File: config.mk
export PLATFORM = sky130hd
export DESIGN_NAME = accelerator_standard_lstm_matrix_feeder
export DESIGN_NICKNAME = d
export VERILOG_FILES = /design/src/rtl/accelerator_standard_lstm_matrix_feeder.sv
export SDC_FILE = /design/constraint.sdc
export NUM_CORES = 2
export LEC_CHECK = 0
export CAP_MARGIN = 20
export CORE_ASPECT_RATIO = 0.8
export CORE_MARGIN = 8
export CORE_UTILIZATION = 62
export CTS_BUF_LIST = sky130_fd_sc_hd__clkbuf_4 sky130_fd_sc_hd__clkbuf_8 sky130_fd_sc_hd__clkbuf_16
export DETAILED_ROUTE_END_ITERATION = 16
export PLACE_DENSITY_LB_ADDON = 0.08
export SYNTH_ARGS = -nofsm -noshare
export SYNTH_HDL_FRONTEND = slang
export SYNTH_SLANG_ARGS = --single-unit
File: constraint.sdc
create_clock -name CLK -period 31.1 [get_ports CLK]
set_input_delay 4.665 -clock CLK [delete_from_list [all_inputs] [get_ports CLK]]
set_output_delay 4.665 -clock CLK [all_outputs]
set_load 0.02 [all_outputs]
File: src/rtl/accelerator_standard_lstm_matrix_feeder.sv
// rtl/accelerator_standard_lstm_matrix_feeder.sv - streams one SIZE_L x SIZE_X matrix from memory into the LSTM accelerator
module accelerator_standard_lstm_matrix_feeder #(
  parameter int DATA_SIZE    = 64,
  parameter int CONTROL_SIZE = 4
) (
  input  logic                 CLK,
  input  logic                 RST,
  input  logic                 START,
  output logic                 READY,
  input  logic [DATA_SIZE-1:0] SIZE_L_IN,
  input  logic [DATA_SIZE-1:0] SIZE_X_IN,
  input  logic [DATA_SIZE-1:0] BASE_ADDRESS_IN,
  output logic                 MEMORY_READ,
  output logic [DATA_SIZE-1:0] MEMORY_ADDRESS,
  input  logic [DATA_SIZE-1:0] MEMORY_DATA,
  output logic                 W_IN_L_ENABLE,
  output logic                 W_IN_X_ENABLE,
  output logic [DATA_SIZE-1:0] W_IN,
  input  logic                 W_OUT_L_ENABLE,
  input  logic                 W_OUT_X_ENABLE
);

  // CONTROL_SIZE only keeps the parameter list aligned with the other feeders
  if (CONTROL_SIZE < 1) begin : g_bad_control_size
    $error("CONTROL_SIZE must be positive");
  end

  typedef enum logic [1:0] {S_IDLE, S_FETCH, S_LATCH, S_WAIT} state_t;

  localparam logic [DATA_SIZE-1:0] ONE = DATA_SIZE'(1);

  state_t               state, state_next;
  logic [DATA_SIZE-1:0] size_l, size_x, i, j, row_base;
  logic [DATA_SIZE-1:0] size_l_next, size_x_next, i_next, j_next, row_base_next;
  logic [DATA_SIZE-1:0] addr_next, w_next;
  logic                 ready_next, read_next, l_next, x_next;
  logic                 last_col, last_row;

  // j/i reach their final index; only meaningful once sizes are latched nonzero
  assign last_col = (j == size_x - ONE);
  assign last_row = (i == size_l - ONE);

  // state register
  always_ff @(posedge CLK or posedge RST) begin
    if (RST) state <= S_IDLE;
    else     state <= state_next;
  end

  // next state plus next values of every registered output; the address is
  // computed one step ahead so MEMORY_READ/MEMORY_ADDRESS are valid in FETCH
  always_comb begin
    state_next    = state;
    size_l_next   = size_l;
    size_x_next   = size_x;
    i_next        = i;
    j_next        = j;
    row_base_next = row_base;
    addr_next     = MEMORY_ADDRESS;
    w_next        = W_IN;
    read_next     = 1'b0;
    l_next        = 1'b0;
    x_next        = 1'b0;
    case (state)
      S_IDLE: begin
        if (START && (SIZE_L_IN != '0) && (SIZE_X_IN != '0)) begin
          size_l_next   = SIZE_L_IN;
          size_x_next   = SIZE_X_IN;
          row_base_next = BASE_ADDRESS_IN;
          i_next        = '0;
          j_next        = '0;
          addr_next     = BASE_ADDRESS_IN;
          read_next     = 1'b1;
          state_next    = S_FETCH;
        end
      end
      S_FETCH: state_next = S_LATCH;
      S_LATCH: begin
        w_next     = MEMORY_DATA;
        x_next     = 1'b1;
        l_next     = (j == '0);
        state_next = (last_row && last_col) ? S_IDLE : S_WAIT;
      end
      S_WAIT: begin
        if (!last_col) begin
          if (W_OUT_X_ENABLE) begin
            j_next     = j + ONE;
            addr_next  = row_base + j + ONE;
            read_next  = 1'b1;
            state_next = S_FETCH;
          end
        end else if (W_OUT_L_ENABLE) begin
          j_next        = '0;
          i_next        = i + ONE;
          row_base_next = row_base + size_x;
          addr_next     = row_base + size_x;
          read_next     = 1'b1;
          state_next    = S_FETCH;
        end
      end
      default: state_next = S_IDLE;
    endcase
    ready_next = (state_next == S_IDLE);
  end

  // datapath and output registers
  always_ff @(posedge CLK or posedge RST) begin
    if (RST) begin
      READY          <= 1'b0;
      MEMORY_READ    <= 1'b0;
      MEMORY_ADDRESS <= '0;
      W_IN_L_ENABLE  <= 1'b0;
      W_IN_X_ENABLE  <= 1'b0;
      W_IN           <= '0;
      size_l         <= '0;
      size_x         <= '0;
      i              <= '0;
      j              <= '0;
      row_base       <= '0;
    end else begin
      READY          <= ready_next;
      MEMORY_READ    <= read_next;
      MEMORY_ADDRESS <= addr_next;
      W_IN_L_ENABLE  <= l_next;
      W_IN_X_ENABLE  <= x_next;
      W_IN           <= w_next;
      size_l         <= size_l_next;
      size_x         <= size_x_next;
      i              <= i_next;
      j              <= j_next;
      row_base       <= row_base_next;
    end
  end

endmodule

Word-level counts from Yosys, hierarchy flattened

Index checks and enable logic that the tools add are counted.

$add $sub $neg: 7
Multiplexer cells: 28
Reductions and logical operators: 12
Equality and inequality tests: 10

Operator list:

| kind                  | number |
|---|---|
| $mux 64               | 11 |
| $pmux 64 s2           | 4 |
| $add 64x1->64 const B | 3 |
| $add 64x64->64        | 2 |
| $eq 64x64->1          | 2 |
| $reduce_bool 64->1    | 2 |
| $sub 64x1->64 const B | 2 |
| $logic_not 64->1      | 1 |
| $mux 2                | 5 |
| $pmux 2 s4            | 1 |
| $reduce_and 4->1      | 2 |
| $mux 1                | 6 |
| $ne 2x2->1 const B    | 3 |
| $ne 3x3->1 const B    | 2 |
| $eq 2x2->1 const B    | 2 |
| $logic_not 2->1       | 2 |
| $logic_and 1x1->1     | 3 |
| $eq 2x1->1 const B    | 1 |
| $pmux 1 s2            | 1 |
| $reduce_and 2->1      | 1 |
| $reduce_bool 2->1     | 1 |

Input bits: 261
Word-level logic and storage cells: 69
Bits in registers: 454

Depth between registers and ports, before layout

Word-level depth: 6
Gate-level depth with buffers: 18

Least setup slack after synthesis

OpenSTA, ideal clock, no wires.

Path kind: input to register
Start: in SIZE_X_IN[1]
End: reg i[41]
Data arrival time: 7345 ps
Required time: 30968 ps
Slack: 23623 ps
Library setup time: 132 ps
Stages on the path: 12
Buffers on the path: 1
Cell sequence: nor4_1 -> nand4_1 -> o41ai_1 -> nor3b_1 -> nor2_1 -> nor2_1 -> a31oi_1 -> and4bb_2 -> buf_2 -> nand3_1 -> xor2_1 -> nor2_1

Longest elaborated chain between the ends: 4

RTL lines:

| element                    | RTL line | text |
|---|---|---|
| from (decl)                | 11       | `input logic [DATA_SIZE-1:0] SIZE_X_IN,` |
| $reduce_bool 64->1         | 65       | `if (START && (SIZE_L_IN != '0) && (SIZE_X_IN != '0)) begin` |
| $logic_and 1x1->1          | 65       |  |
| $ne 2x2->1 (no line)       | -        |  |
| $reduce_and 4->1 (no line) | -        |  |
| to (signal assigned)       | 128      | `i <= i_next;` |
| to (decl)                  | 33       | `logic [DATA_SIZE-1:0] size_l, size_x, i, j, row_base;` |

Every way passes these cells.
A chain may end at the register's enable or synchronous reset.

Final worst setup path

Start: in SIZE_X_IN[53]
End: reg MEMORY_ADDRESS[48]

Longest elaborated chain between the ends: 4

RTL lines:

| element                    | RTL line | text |
|---|---|---|
| $reduce_bool 64->1         | 65       |  |
| $logic_and 1x1->1          | 65       |  |
| $ne 2x2->1 (no line)       | -        |  |
| $reduce_and 4->1 (no line) | -        |  |
| to (signal assigned)       | 122      | `MEMORY_ADDRESS <= addr_next;` |
| to (decl)                  | 14       | `output logic [DATA_SIZE-1:0] MEMORY_ADDRESS,` |

Every way passes these cells.

==> flow_metrics.tcl <==
set metrics [dict create \
    status "finished clean" \
    synthesis.instances 3709 \
    finalWirelength_mm 118 \
    max_slew_margin 0.266 \
    hold_path.class "flip-flop to flip-flop" \
    critical-path-max-stage-delay_ns 0.94 \
    power_leakage_uw 0.0158 \
    worst-endpoint-required_ns 31.59 \
    number_of_h_tree_levels 2 \
    area_taken_by_multi_input_logic_gates_um2 20300 \
    path_cells "clkdlybuf4s50_1 -> nor4_1 -> nand4_1 -> o41ai_1 -> nor3b_2 -> nor2_1 -> nor2_4 -> buf_4 -> a31oi_4 -> buf_4 -> nor2_1 -> a211o_1" \
    rows 75 \
    holdCritStartpoint "MEMORY_ADDRESS[5]" \
    clock_skew_ns 0.0207 \
    grt_pass1_vias 30700 \
    fp.dieArea_um2 60200 \
    overflow 0 \
    hpwl_mm 87.9 \
    hold-path-endpoint "MEMORY_ADDRESS[5]" \
    max_slew.worst_pin.slew_ns 1.09 \
    synth_warnings 0 \
    layout.cells.non_filler 4732 \
    final_weighted_congestion_of_routability_driven_global_placement 1.02 \
    drtAntennaViolNets 0 \
    start_to_end_type_of_the_worst_setup_path "input port to flip-flop" \
    final-max-slew-violation-count 0 \
    number_of_nets_in_the_finished_design 4388 \
    detail_route.wl_per_cell_um 24.8 \
    tritoncts.num_buffers 48 \
    clk_pin_slew_ns 0.06 \
    die_width_um 272 \
    kind_of_start_point_of_the_critical_path "input port" \
    synth_top_cell_by_area "sky130_fd_sc_hd__dfrtp_1" \
    synth_edf_count 0 \
    post_synth_instance_area_um2 32600 \
    area_growth_syn_to_layout_pct 18.5 \
    flops_latches_synth 454 \
    grt_antenna_before_repair 10 \
    depth_of_the_most_critical_reg_to_reg_path 13 \
    setup-violations-final 0 \
    vias_per_cell 6.71 \
    mostFrequentLayoutCell "sky130_fd_sc_hd__dfrtp_1" \
    clock_path_buffers 3 \
    r2r-end "j[20]" \
    predominant_post_synthesis_flop_cell "sky130_fd_sc_hd__dfrtp_1" \
    drcViolationCount 0 \
    synthArstFlopShare 1.00 \
    clockRootBuffer "sky130_fd_sc_hd__clkbuf_16" \
    element_type_at_the_critical_path_end "flip-flop" \
    grt_start_max_net_pins 124 \
    placed_cells_incl_taps 4632 \
    worst_ir_drop_vdd_v 0.0000809 \
    drt_pass1_iterations 6 \
    syn_area_per_cell_um2 8.78 \
    floorplan.core_area_um2 52200 \
    holdPathStages 1 \
    fillers 3933 \
    cts_tree "built" \
    area.sequential_um2 11400 \
    floorplan.initialDensity 0.624 \
    synth.area.top_cells "sky130_fd_sc_hd__dfrtp_1 35%, sky130_fd_sc_hd__mux2_2 6.3%, sky130_fd_sc_hd__xnor2_1 5.4%, sky130_fd_sc_hd__ha_1 5.1%, sky130_fd_sc_hd__xor2_1 4.7%" \
    worst_skew_pair.late_latency_ns 0.62 \
    die_height_um 221 \
    timing.final.crit_period_ns 9.29 \
    postSynthNetCount 4106 \
    timing.fmax_ghz 0.108 \
    cts_resized 0 \
    grt_pass1_wl_mm 180 \
    grt_setup_unrepaired "no" \
    num_io_pins 393 \
    crit_path_top_delay_cell "sky130_fd_sc_hd__nor4_1" \
    most_used_cells_in_the_layout_excluding_fill_and_tap_cells "454 x sky130_fd_sc_hd__dfrtp_1, 392 x sky130_fd_sc_hd__clkdlybuf4s50_1, 373 x sky130_fd_sc_hd__nor2_1" \
    ys_seq_area_frac 0.349 \
    synth_top_area_frac 0.349 \
    critical_path_arrival_ns 9.78 \
    final-hold-violation-count 0 \
    placement.io_buffers 392 \
    setup-tns-final_ns 0 \
    drv_cap 0 \
    regToRegStartpoint "size_x[9]" \
    timing.reg2reg.setup_slack_ns 23.79 \
    cts_setup_buffers 0 \
    finalCritPeriodShare 0.299 \
    worstPathMaxFanout 76 \
    synth.distinct_cells 93 \
    detailedRoute.firstIterationViolations 3807 \
    clock_sink_total 454 \
    via_count 31700 \
    power_density_nw_per_um2 109 \
    cts_hold_buf 0 \
    fraction_of_final_layout_cells_sized_beyond_drive_strength_1 0.0924 \
    grt_usage 0.375 \
]
## Yosys cell counts (109+ instances only)
cell and instances:
sky130_fd_sc_hd__xnor2_1 200, sky130_fd_sc_hd__dfrtp_1 454, sky130_fd_sc_hd__mux2_2 183, sky130_fd_sc_hd__nor3_1 109, sky130_fd_sc_hd__a21oi_1 235, sky130_fd_sc_hd__nor2_1 377
sky130_fd_sc_hd__nor4_1 114, sky130_fd_sc_hd__nand2_1 279, sky130_fd_sc_hd__xor2_1 174, sky130_fd_sc_hd__o21ai_0 186, sky130_fd_sc_hd__ha_1 134, sky130_fd_sc_hd__clkbuf_1 156
sky130_fd_sc_hd__nand4_1 116
## worst max-delay path, delay by kind of cell
kind | cells | cell delay, ns
AND/OR/NAND/NOR | 6 | 2.12
buffers and inverters | 3 | 1.60
AO/OA/AOI/OAI | 3 | 1.29
## worst max-delay path by stage
| stage | startpoint | endpoint | cells past startpoint |
|---|---|---|---|
| finish | SIZE_X_IN[53] | MEMORY_ADDRESS[48] | 12 |
| CTS | SIZE_X_IN[53] | i[50] | 13 |
| floorplan | RST | MEMORY_ADDRESS[0] | 1 |
| global placement | SIZE_X_IN[33] | j[58] | 12 |
| global route | SIZE_X_IN[53] | MEMORY_ADDRESS[48] | 12 |
| detailed placement | SIZE_X_IN[53] | MEMORY_ADDRESS[48] | 12 |
## layer usage
layer / up-vias / GRT usage / part of all wire
li1: 14200 / - / -
met1: 15300 / 0.512 / 0.41
met2: 1846 / 0.572 / 0.44
met5: - / 0 / 0
met3: 328 / 0.101 / 0.11
met4: 0 / 0.134 / 0.039
## flip-flops by register name (all words and copies together) (netlist names)
| signal | flops |
|---|---|
| MEMORY_ADDRESS | 64 |
| MEMORY_READ | 1 |
| READY | 1 |
| W_IN | 64 |
| W_IN_L_ENABLE | 1 |
| W_IN_X_ENABLE | 1 |
| i | 64 |
| j | 64 |
| row_base | 64 |
| size_l | 64 |
| size_x | 64 |
| state | 2 |
## layout make-up
cell class / instances / area share
inverters: 58 / 0.00584
flip-flops and latches: 454 / 0.294
repair buffers: 421 / 0.107
diodes: 11 / 0.000713
clock inverters: 28 / 0.0103
clock buffers: 59 / 0.0339
well taps: 693 / 0.0225
multi-input cells: 3008 / 0.525
## power by group
group	switching (µW)	internal (µW)	leakage [µW]
registers	316	814	0.00562
logic	1470	991	0.00935
clock network	263	369	0.000850
total	2050	2170	0.0158
## per-stage QoR
step / setup slack, ns / hold slack, ns / total power [µW] / instance area [µm²] / utilization
6_report: 21.81 / 0.477 / 4220 / 38600 / 0.740
2_1_floorplan: 13.78 / 0.476 / 2700 / 32600 / -
3_5_place_dp: 21.39 / 0.465 / 3500 / 36800 / 0.706
3_3_place_gp: 21.09 / 0.452 / 3460 / 36800 / 0.706
4_1_cts: 22.01 / 0.478 / 4160 / 38500 / 0.739
5_1_grt: 21.73 / 0.487 / 4450 / 38600 / 0.740
## logic make-up after synthesis
kind of cell    share of synthesized area
compound gates                      0.164
xor+xnor                            0.101
fa+ha+maj                          0.0527
buf+inv                            0.0314
flops                               0.349
mux                                0.0691
simple gates                        0.233
No activity file was read; power rests on OpenSTA's default activity.
